<file path="config.mk">
export PLATFORM = sky130hd
export DESIGN_NAME = ace_snoop_responder
export DESIGN_NICKNAME = d
export VERILOG_FILES = /design/src/rtl/ace_pkg.sv /design/src/rtl/ace_snoop_decision.sv /design/src/rtl/ace_snoop_responder.sv
export SDC_FILE = /design/constraint.sdc
export NUM_CORES = 1
export LEC_CHECK = 0
export ABC_AREA = 1
export BUFFER_PORTS_ARGS = -buffer_cell sky130_fd_sc_hd__clkbuf_2
export CAP_MARGIN = 20
export CORE_AREA = 2 2 309 311
export DETAILED_ROUTE_END_ITERATION = 6
export DIE_AREA = 0 0 311 313
export HOLD_SLACK_MARGIN = 0.02
export PLACE_DENSITY = 0.51
export SYNTH_ARGS = -nofsm -noshare
export SYNTH_HDL_FRONTEND = slang
export SYNTH_SLANG_ARGS = --single-unit
</file>
<file path="constraint.sdc">
create_clock -name clk_i -period 1.5 [get_ports clk_i]
set_clock_uncertainty 0.05 [all_clocks]
set_input_delay 0.15 -clock clk_i [delete_from_list [all_inputs] [get_ports clk_i]]
set_output_delay 0.15 -clock clk_i [all_outputs]
set_load 0.02 [all_outputs]
</file>
<file path="src/rtl/ace_pkg.sv">
`default_nettype none
// ============================================================================
// Module   : ace_pkg
// Purpose  : ACE snoop types, ACSNOOP codes and CRRESP bit positions.
// Revision : 1.0
// ============================================================================
package ace_pkg;

    typedef logic [3:0] acsnoop_t;
    typedef logic [4:0] crresp_t;

    localparam acsnoop_t c_ac_read_once              = 4'b0000;
    localparam acsnoop_t c_ac_read_shared            = 4'b0001;
    localparam acsnoop_t c_ac_read_clean             = 4'b0010;
    localparam acsnoop_t c_ac_read_not_shared_dirty  = 4'b0011;
    localparam acsnoop_t c_ac_read_unique            = 4'b0111;
    localparam acsnoop_t c_ac_clean_shared           = 4'b1000;
    localparam acsnoop_t c_ac_clean_invalid          = 4'b1001;
    localparam acsnoop_t c_ac_make_invalid           = 4'b1101;

    // CRRESP = {WasUnique, IsShared, PassDirty, Error, DataTransfer}
    localparam int unsigned c_cr_data_transfer = 0;
    localparam int unsigned c_cr_error         = 1;
    localparam int unsigned c_cr_pass_dirty    = 2;
    localparam int unsigned c_cr_is_shared     = 3;
    localparam int unsigned c_cr_was_unique    = 4;

endpackage
`default_nettype wire

</file>
<file path="src/rtl/ace_snoop_decision.sv">
`default_nettype none
// ============================================================================
// Module   : ace_snoop_decision
// Purpose  : Combinational snoop response / state-update decision from lookup.
// Revision : 1.0
// ============================================================================
module ace_snoop_decision
    import ace_pkg::*;
(
    input  acsnoop_t snoop_i,
    input  logic     hit_i,
    input  logic     dirty_i,
    input  logic     shared_i,
    output crresp_t  crresp_o,
    output logic     needs_data_o,
    output logic     needs_upd_o,
    output logic     inval_o
);

    always_comb begin
        crresp_o    = '0;
        needs_upd_o = 1'b0;
        inval_o     = 1'b0;
        case (snoop_i)
            c_ac_read_once: begin
                if (hit_i) begin
                    crresp_o[c_cr_data_transfer] = 1'b1;
                    crresp_o[c_cr_is_shared]     = 1'b1;
                    crresp_o[c_cr_was_unique]    = !shared_i;
                end
            end
            c_ac_read_shared, c_ac_read_clean, c_ac_read_not_shared_dirty: begin
                if (hit_i) begin
                    crresp_o[c_cr_data_transfer] = 1'b1;
                    crresp_o[c_cr_is_shared]     = 1'b1;
                    crresp_o[c_cr_pass_dirty]    = dirty_i;
                    crresp_o[c_cr_was_unique]    = !shared_i;
                    needs_upd_o                  = dirty_i;
                end
            end
            c_ac_read_unique: begin
                if (hit_i) begin
                    crresp_o[c_cr_data_transfer] = 1'b1;
                    crresp_o[c_cr_pass_dirty]    = dirty_i;
                    crresp_o[c_cr_was_unique]    = !shared_i;
                    needs_upd_o                  = 1'b1;
                    inval_o                      = 1'b1;
                end
            end
            c_ac_clean_invalid: begin
                if (hit_i) begin
                    crresp_o[c_cr_data_transfer] = dirty_i;
                    crresp_o[c_cr_pass_dirty]    = dirty_i;
                    needs_upd_o                  = 1'b1;
                    inval_o                      = 1'b1;
                end
            end
            c_ac_clean_shared: begin
                if (hit_i && dirty_i) begin
                    crresp_o[c_cr_data_transfer] = 1'b1;
                    crresp_o[c_cr_pass_dirty]    = 1'b1;
                    crresp_o[c_cr_is_shared]     = 1'b1;
                    needs_upd_o                  = 1'b1;
                end
            end
            c_ac_make_invalid: begin
                if (hit_i) begin
                    needs_upd_o = 1'b1;
                    inval_o     = 1'b1;
                end
            end
            // Unsupported snoop types are flagged regardless of lookup outcome.
            default: crresp_o[c_cr_error] = 1'b1;
        endcase
    end

    assign needs_data_o = crresp_o[c_cr_data_transfer];

endmodule
`default_nettype wire

</file>
<file path="src/rtl/ace_snoop_responder.sv">
`default_nettype none
// ============================================================================
// Module   : ace_snoop_responder
// Purpose  : ACE snoop responder: AC -> cache lookup -> optional state update
//            -> CR response -> optional CD line transfer.
//            ACE_SNOOP_RESP_PARALLEL_EN: drive CR and CD concurrently.
// Revision : 1.0
// ============================================================================
module ace_snoop_responder
    import ace_pkg::*;
#(
    parameter int unsigned ADDR_WIDTH       = 64,
    parameter int unsigned CD_DATA_WIDTH    = 64,
    parameter int unsigned CACHE_LINE_WIDTH = 512
) (
    input  logic                        clk_i,
    input  logic                        rst_i,
    input  logic                        ac_valid_i,
    output logic                        ac_ready_o,
    input  logic [ADDR_WIDTH-1:0]       ac_addr_i,
    input  acsnoop_t                    ac_snoop_i,
    output logic                        cr_valid_o,
    input  logic                        cr_ready_i,
    output crresp_t                     cr_resp_o,
    output logic                        cd_valid_o,
    input  logic                        cd_ready_i,
    output logic [CD_DATA_WIDTH-1:0]    cd_data_o,
    output logic                        cd_last_o,
    output logic                        lookup_req_o,
    input  logic                        lookup_gnt_i,
    output logic [ADDR_WIDTH-1:0]       lookup_addr_o,
    input  logic                        lookup_rvalid_i,
    input  logic                        lookup_hit_i,
    input  logic                        lookup_dirty_i,
    input  logic                        lookup_shared_i,
    input  logic [CACHE_LINE_WIDTH-1:0] lookup_data_i,
    output logic                        upd_valid_o,
    input  logic                        upd_ready_i,
    output logic [ADDR_WIDTH-1:0]       upd_addr_o,
    output logic                        upd_inval_o
);

    localparam int unsigned c_cd_beats    = CACHE_LINE_WIDTH / CD_DATA_WIDTH;
    localparam int unsigned c_beat_w      = (c_cd_beats > 1) ? $clog2(c_cd_beats) : 1;
    localparam int unsigned c_offset_bits = $clog2(CACHE_LINE_WIDTH / 8);
    localparam logic [ADDR_WIDTH-1:0] c_line_mask =
        {{(ADDR_WIDTH - c_offset_bits){1'b1}}, {c_offset_bits{1'b0}}};
    localparam logic [c_beat_w-1:0] c_last_beat = c_beat_w'(c_cd_beats - 1);

    typedef enum logic [2:0] {
        S_IDLE   = 3'd0,
        S_LOOKUP = 3'd1,
        S_WAIT   = 3'd2,
        S_UPDATE = 3'd3,
        S_RESP   = 3'd4,
        S_DATA   = 3'd5
    } state_t;

    state_t                      r_state;
    logic                        r_ac_ready;
    logic                        r_lookup_req;
    logic                        r_cr_valid;
    crresp_t                     r_cr_resp;
    logic                        r_cd_valid;
    logic [c_beat_w-1:0]         r_beat;
    logic                        r_upd_valid;
    logic                        r_upd_inval;
    logic                        r_needs_data;
    acsnoop_t                    r_snoop;
    logic [ADDR_WIDTH-1:0]       r_addr;
    logic [CACHE_LINE_WIDTH-1:0] r_line;
`ifdef ACE_SNOOP_RESP_PARALLEL_EN
    logic                        r_cr_done;
    logic                        r_cd_done;
    logic                        w_cr_fire;
    logic                        w_cd_fire;
`endif

    crresp_t w_crresp;
    logic    w_needs_data;
    logic    w_needs_upd;
    logic    w_inval;
    logic    w_last;
    logic [ADDR_WIDTH-1:0]    w_ac_addr_aligned;
    logic [CD_DATA_WIDTH-1:0] w_beats [c_cd_beats];

    ace_snoop_decision u_decision (
        .snoop_i      (r_snoop),
        .hit_i        (lookup_hit_i),
        .dirty_i      (lookup_dirty_i),
        .shared_i     (lookup_shared_i),
        .crresp_o     (w_crresp),
        .needs_data_o (w_needs_data),
        .needs_upd_o  (w_needs_upd),
        .inval_o      (w_inval)
    );

    for (genvar gi = 0; gi < c_cd_beats; gi++) begin : g_beat_slice
        assign w_beats[gi] = r_line[gi*CD_DATA_WIDTH +: CD_DATA_WIDTH];
    end

    assign w_ac_addr_aligned = ac_addr_i & c_line_mask;
    assign w_last            = (r_beat == c_last_beat);

`ifdef ACE_SNOOP_RESP_PARALLEL_EN
    assign w_cr_fire = r_cr_valid && cr_ready_i;
    assign w_cd_fire = r_cd_valid && cd_ready_i;
`endif

    always_ff @(posedge clk_i) begin
        if (rst_i) begin
            r_state      <= S_IDLE;
            r_ac_ready   <= 1'b0;
            r_lookup_req <= 1'b0;
            r_cr_valid   <= 1'b0;
            r_cr_resp    <= '0;
            r_cd_valid   <= 1'b0;
            r_beat       <= '0;
            r_upd_valid  <= 1'b0;
            r_upd_inval  <= 1'b0;
            r_needs_data <= 1'b0;
            r_snoop      <= '0;
            r_addr       <= '0;
            r_line       <= '0;
`ifdef ACE_SNOOP_RESP_PARALLEL_EN
            r_cr_done    <= 1'b0;
            r_cd_done    <= 1'b0;
`endif
        end else begin
            case (r_state)
                S_IDLE: begin
                    r_ac_ready <= 1'b1;
                    if (ac_valid_i && r_ac_ready) begin
                        r_addr       <= w_ac_addr_aligned;
                        r_snoop      <= ac_snoop_i;
                        r_ac_ready   <= 1'b0;
                        r_lookup_req <= 1'b1;
                        r_state      <= S_LOOKUP;
                    end
                end
                S_LOOKUP: begin
                    if (lookup_gnt_i) begin
                        r_lookup_req <= 1'b0;
                        r_state      <= S_WAIT;
                    end
                end
                S_WAIT: begin
                    if (lookup_rvalid_i) begin
                        r_line       <= lookup_data_i;
                        r_cr_resp    <= w_crresp;
                        r_needs_data <= w_needs_data;
                        r_upd_inval  <= w_inval;
                        if (w_needs_upd) begin
                            r_upd_valid <= 1'b1;
                            r_state     <= S_UPDATE;
                        end else begin
                            r_cr_valid  <= 1'b1;
                            r_state     <= S_RESP;
`ifdef ACE_SNOOP_RESP_PARALLEL_EN
                            r_cd_valid  <= w_needs_data;
                            r_cr_done   <= 1'b0;
                            r_cd_done   <= !w_needs_data;
`endif
                        end
                    end
                end
                // CR is held back until the cache state change has been accepted.
                S_UPDATE: begin
                    if (upd_ready_i) begin
                        r_upd_valid <= 1'b0;
                        r_cr_valid  <= 1'b1;
                        r_state     <= S_RESP;
`ifdef ACE_SNOOP_RESP_PARALLEL_EN
                        r_cd_valid  <= r_needs_data;
                        r_cr_done   <= 1'b0;
                        r_cd_done   <= !r_needs_data;
`endif
                    end
                end
`ifdef ACE_SNOOP_RESP_PARALLEL_EN
                S_RESP: begin
                    if (w_cr_fire) begin
                        r_cr_valid <= 1'b0;
                        r_cr_done  <= 1'b1;
                    end
                    if (w_cd_fire) begin
                        if (w_last) begin
                            r_beat     <= '0;
                            r_cd_valid <= 1'b0;
                            r_cd_done  <= 1'b1;
                        end else begin
                            r_beat <= r_beat + c_beat_w'(1);
                        end
                    end
                    if ((r_cr_done || w_cr_fire) && (r_cd_done || (w_cd_fire && w_last))) begin
                        r_ac_ready <= 1'b1;
                        r_state    <= S_IDLE;
                    end
                end
`else
                S_RESP: begin
                    if (cr_ready_i) begin
                        r_cr_valid <= 1'b0;
                        if (r_needs_data) begin
                            r_cd_valid <= 1'b1;
                            r_state    <= S_DATA;
                        end else begin
                            r_ac_ready <= 1'b1;
                            r_state    <= S_IDLE;
                        end
                    end
                end
`endif
                S_DATA: begin
                    if (cd_ready_i) begin
                        if (w_last) begin
                            r_beat     <= '0;
                            r_cd_valid <= 1'b0;
                            r_ac_ready <= 1'b1;
                            r_state    <= S_IDLE;
                        end else begin
                            r_beat <= r_beat + c_beat_w'(1);
                        end
                    end
                end
                default: r_state <= S_IDLE;
            endcase
        end
    end

    assign ac_ready_o    = r_ac_ready;
    assign lookup_req_o  = r_lookup_req;
    assign lookup_addr_o = r_addr;
    assign upd_valid_o   = r_upd_valid;
    assign upd_addr_o    = r_addr;
    assign upd_inval_o   = r_upd_inval;
    assign cr_valid_o    = r_cr_valid;
    assign cr_resp_o     = r_cr_resp;
    assign cd_valid_o    = r_cd_valid;
    assign cd_data_o     = w_beats[r_beat];
    assign cd_last_o     = r_cd_valid && w_last;

endmodule
`default_nettype wire

</file>
==> impl_metrics.toml <==
[final_layout]
multi_input_area_um2 = 11760
regArea_um2 = 11840
stdcell_count = 6199
n_fill_cell = 9018
layout-drive-gt1-share = 0.2890
nets = 5469
area_growth_pct = 69.38

[detailed_routing]
viasPerCell = 4.780
wl_per_cell_um = 19.10
drc = 0
drt-total-wl_mm = 118.4
top_layer = "met4"
wl_met1_mm = 50.48
first_iter_violations = 2253
drt_first_pass_iters = 5
postRouteAntennaNets = 0
num_vias = 29630
wl_met3_mm = 6.495
met2RoutedLength_mm = 56.49

[worst_setup_path]
r2r_end = "r_state[0]"
reg2reg_slack_ns = -0.40
crit_start = "r_beat[0]"
worstSetupStartpointType = "register"
cp.required_ns = 1.30
crit_path_end_kind = "output port"
path_max_fanout = 27
r2r_start = "r_beat[0]"
worstSetupPathType = "reg2out"
arrival_ns = 2.25
crit_end = "cd_data_o[40]"
reg2reg_depth = 11

[placement]
dp_hpwl_mm = 74.29
pre_cts_slack_ns = -0.3335
place.port_buffers = 776
gp_congestion = 0.8827
dp.cells = 5421

[synth]
synth.cell_area_um2 = 25250
ys_seq_elements = 591
synth_cells = 3512
ys_seq_area_frac = 0.4686
yosysTopAreaCellShare = 0.4686
synth-async-reset-ratio = 0
avgSynthCellArea_um2 = 7.189
synth_warnings = 0
synth_cell_types = 27
synth_edf_count = 0
synth_top_area_cell = "dfxtp_1"
synth_flop_cell = "dfxtp_1"
ys_top_cells_by_count = "nor2_1 (702), dfxtp_1 (591), a21oi_1 (536)"
ys_top_cells_by_area = "dfxtp_1 (47%), a21oi_1 (11%), nor2_1 (10%)"
post-synth-top-count-cell = "nor2_1"

[clock_network]
cts_root_buf = "clkbuf_16"
clk_pin_slew_ns = 0.06
ctsHtreeMaxLevel = 3
clk_latency_ns = 0.63
cts_sinks = 591
cts_tree = "done"
clockBufferDepth = 3
cts_buffers = 73

[timing]
report.final.hold_viol_count = 0
relSlewSlack = 0.6296
tightest_slew_ns = 0.5498
rsz0062_at_grt = "yes"
fin_crit_ns = 2.450
finalSetupViolCount = 641
final.setup.worst_slack_ns = -0.9503
fmax_mhz = 408.1
min_period_over_period = 1.634
final_max_slew_viol_count = 0

[min_path]
hp-class = "in2reg"
worstHoldStart = "ac_valid_i"

[power_and_ir_drop]
leakagePower_nw = 18.22
ir_drop_mv = 0.8654
p_per_area_nw_per_um2 = 1066

[floorplan]
initial_utilization = 0.2681
core_um2 = 94160
ios = 795
rows = 113
die_area_um2 = 97340
fp.dieH_um = 313
die_x_um = 311

[global_routing]
antenna_found_initial = 7
grt_pass1_vias = 28350
grt_remaining_overflow = 0
grt_usage = 0.2145
grt_pass1_wl_mm = 164.4
grt_max_degree = 102

[run]
drv_cap = 0

[outcome]
violations = "setup timing"
status = "complete, but fails checks"
[placed cells by master (no fill, tap or decap), types with 6 or more instances in the layout]
master and instances:
diode_2 7, dfxtp_1 588, a21oi_4 9, nor2_2 42, o21ai_2 47, clkbuf_16 95, conb_1 12, inv_1 277
buf_4 138, nor2_1 647, buf_16 17, dlygate4sd3_1 584, clkinv_2 6, nand3_1 13, buf_8 19, o21ai_0 330
clkbuf_2 712, a21oi_1 458, nor2_4 17, a31oi_2 59, buf_12 66, buf_6 31, nand2_1 103, a21oi_2 69
clkbuf_8 58, clkbuf_1 23, o21ai_1 461
[worst max-delay path, cell delays in order (launching register included)]
cell      delay [ns]
dfxtp_4         0.41
inv_8           0.05
buf_12          0.16
buf_4           0.23
a21oi_1         0.13
o21ai_1         0.12
a31oi_2         0.25
clkbuf_8        0.19
[how the worst min path moves through the flow]
| stage | endpoint | slack, ns | cells after the start |
|---|---|---|---|
| finish | lookup_addr_o[53] | 0.12 | 6 |
| global route | lookup_addr_o[47] | 0.13 | 6 |
| CTS | ac_ready_o | 0.05 | 5 |
| detailed placement | r_line[8] | 0.33 | 3 |
| global placement | lookup_addr_o[59] | 0.32 | 3 |
| floorplan | r_line[311] | 0.23 | 2 |
[area by class of cell]
cell class              count  area share
repair buffers           1631      0.3271
inverters                 285     0.02639
well taps                1265     0.03701
diodes                      7   0.0004096
clock buffers             112     0.05015
repair inverters            8    0.003745
flip-flops and latches    591      0.2769
multi-input cells        2286      0.2749
clock inverters            14    0.003423
[state kept, by name, summed over array words and instances (netlist names)]
name           cells
r_line           512
lookup_addr_o     58
cr_resp_o          5
r_snoop            4
r_beat             3
r_state            3
ac_ready_o         1
cd_valid_o         1
cr_valid_o         1
lookup_req_o       1
upd_inval_o        1
upd_valid_o        1
[stage by stage]
stage	hold WS [ns]	area, µm²	total power (W)	util	TNS, ns
after floorplan	0.2349	25880	0.02319	-	-0.6460
after global placement	0.3216	31780	0.02635	0.3375	-59.45
after detailed placement	0.3272	31780	0.02636	0.3375	-61.24
after CTS	0.04885	41020	0.04527	0.4356	-117.29
after global routing	0.1298	42760	0.04753	0.4541	-217.58
final	0.1172	42760	0.04560	0.4541	-151.70
[cell families (layout without fill, tap and decap cells)]
logic type,Yosys count,count (layout),share of synthesized area
other cells,1,19,0.0001485
buf+inv,646,2050,0.1157
simple gates,830,830,0.1251
compound gates,1442,1442,0.2895
flops,591,591,0.4686
fa+ha+maj,2,2,0.0009910
[routing by layer]
metal / track usage / up-vias
li1: - / 14360
met1: 0.2677 / 13870
met2: 0.3613 / 1143
met3: 0.03606 / 263
met4: 0.09947 / 0
met5: 0 / -
[timing repair]
| action | in CTS | in global routing |
|---|---|---|
| gates resized for setup | 208 | 267 |
| setup buffers | 8 | 21 |
| gates cloned | 7 | 34 |
| setup endpoints to repair | 629 | 663 |
| pin swaps | 11 | 33 |
| endpoints found under the hold margin | 591 | 0 |
| hold buffers | 584 | 0 |
[where the power goes]
group	switching, W	internal [W]	leakage, nW
Sequential	0.000849	0.0173	4.78
Combinational	0.00576	0.00445	12.3
Clock	0.00706	0.0102	1.12
Total	0.0137	0.0319	18.2
Note: power is estimated with default switching activity, not from simulation.
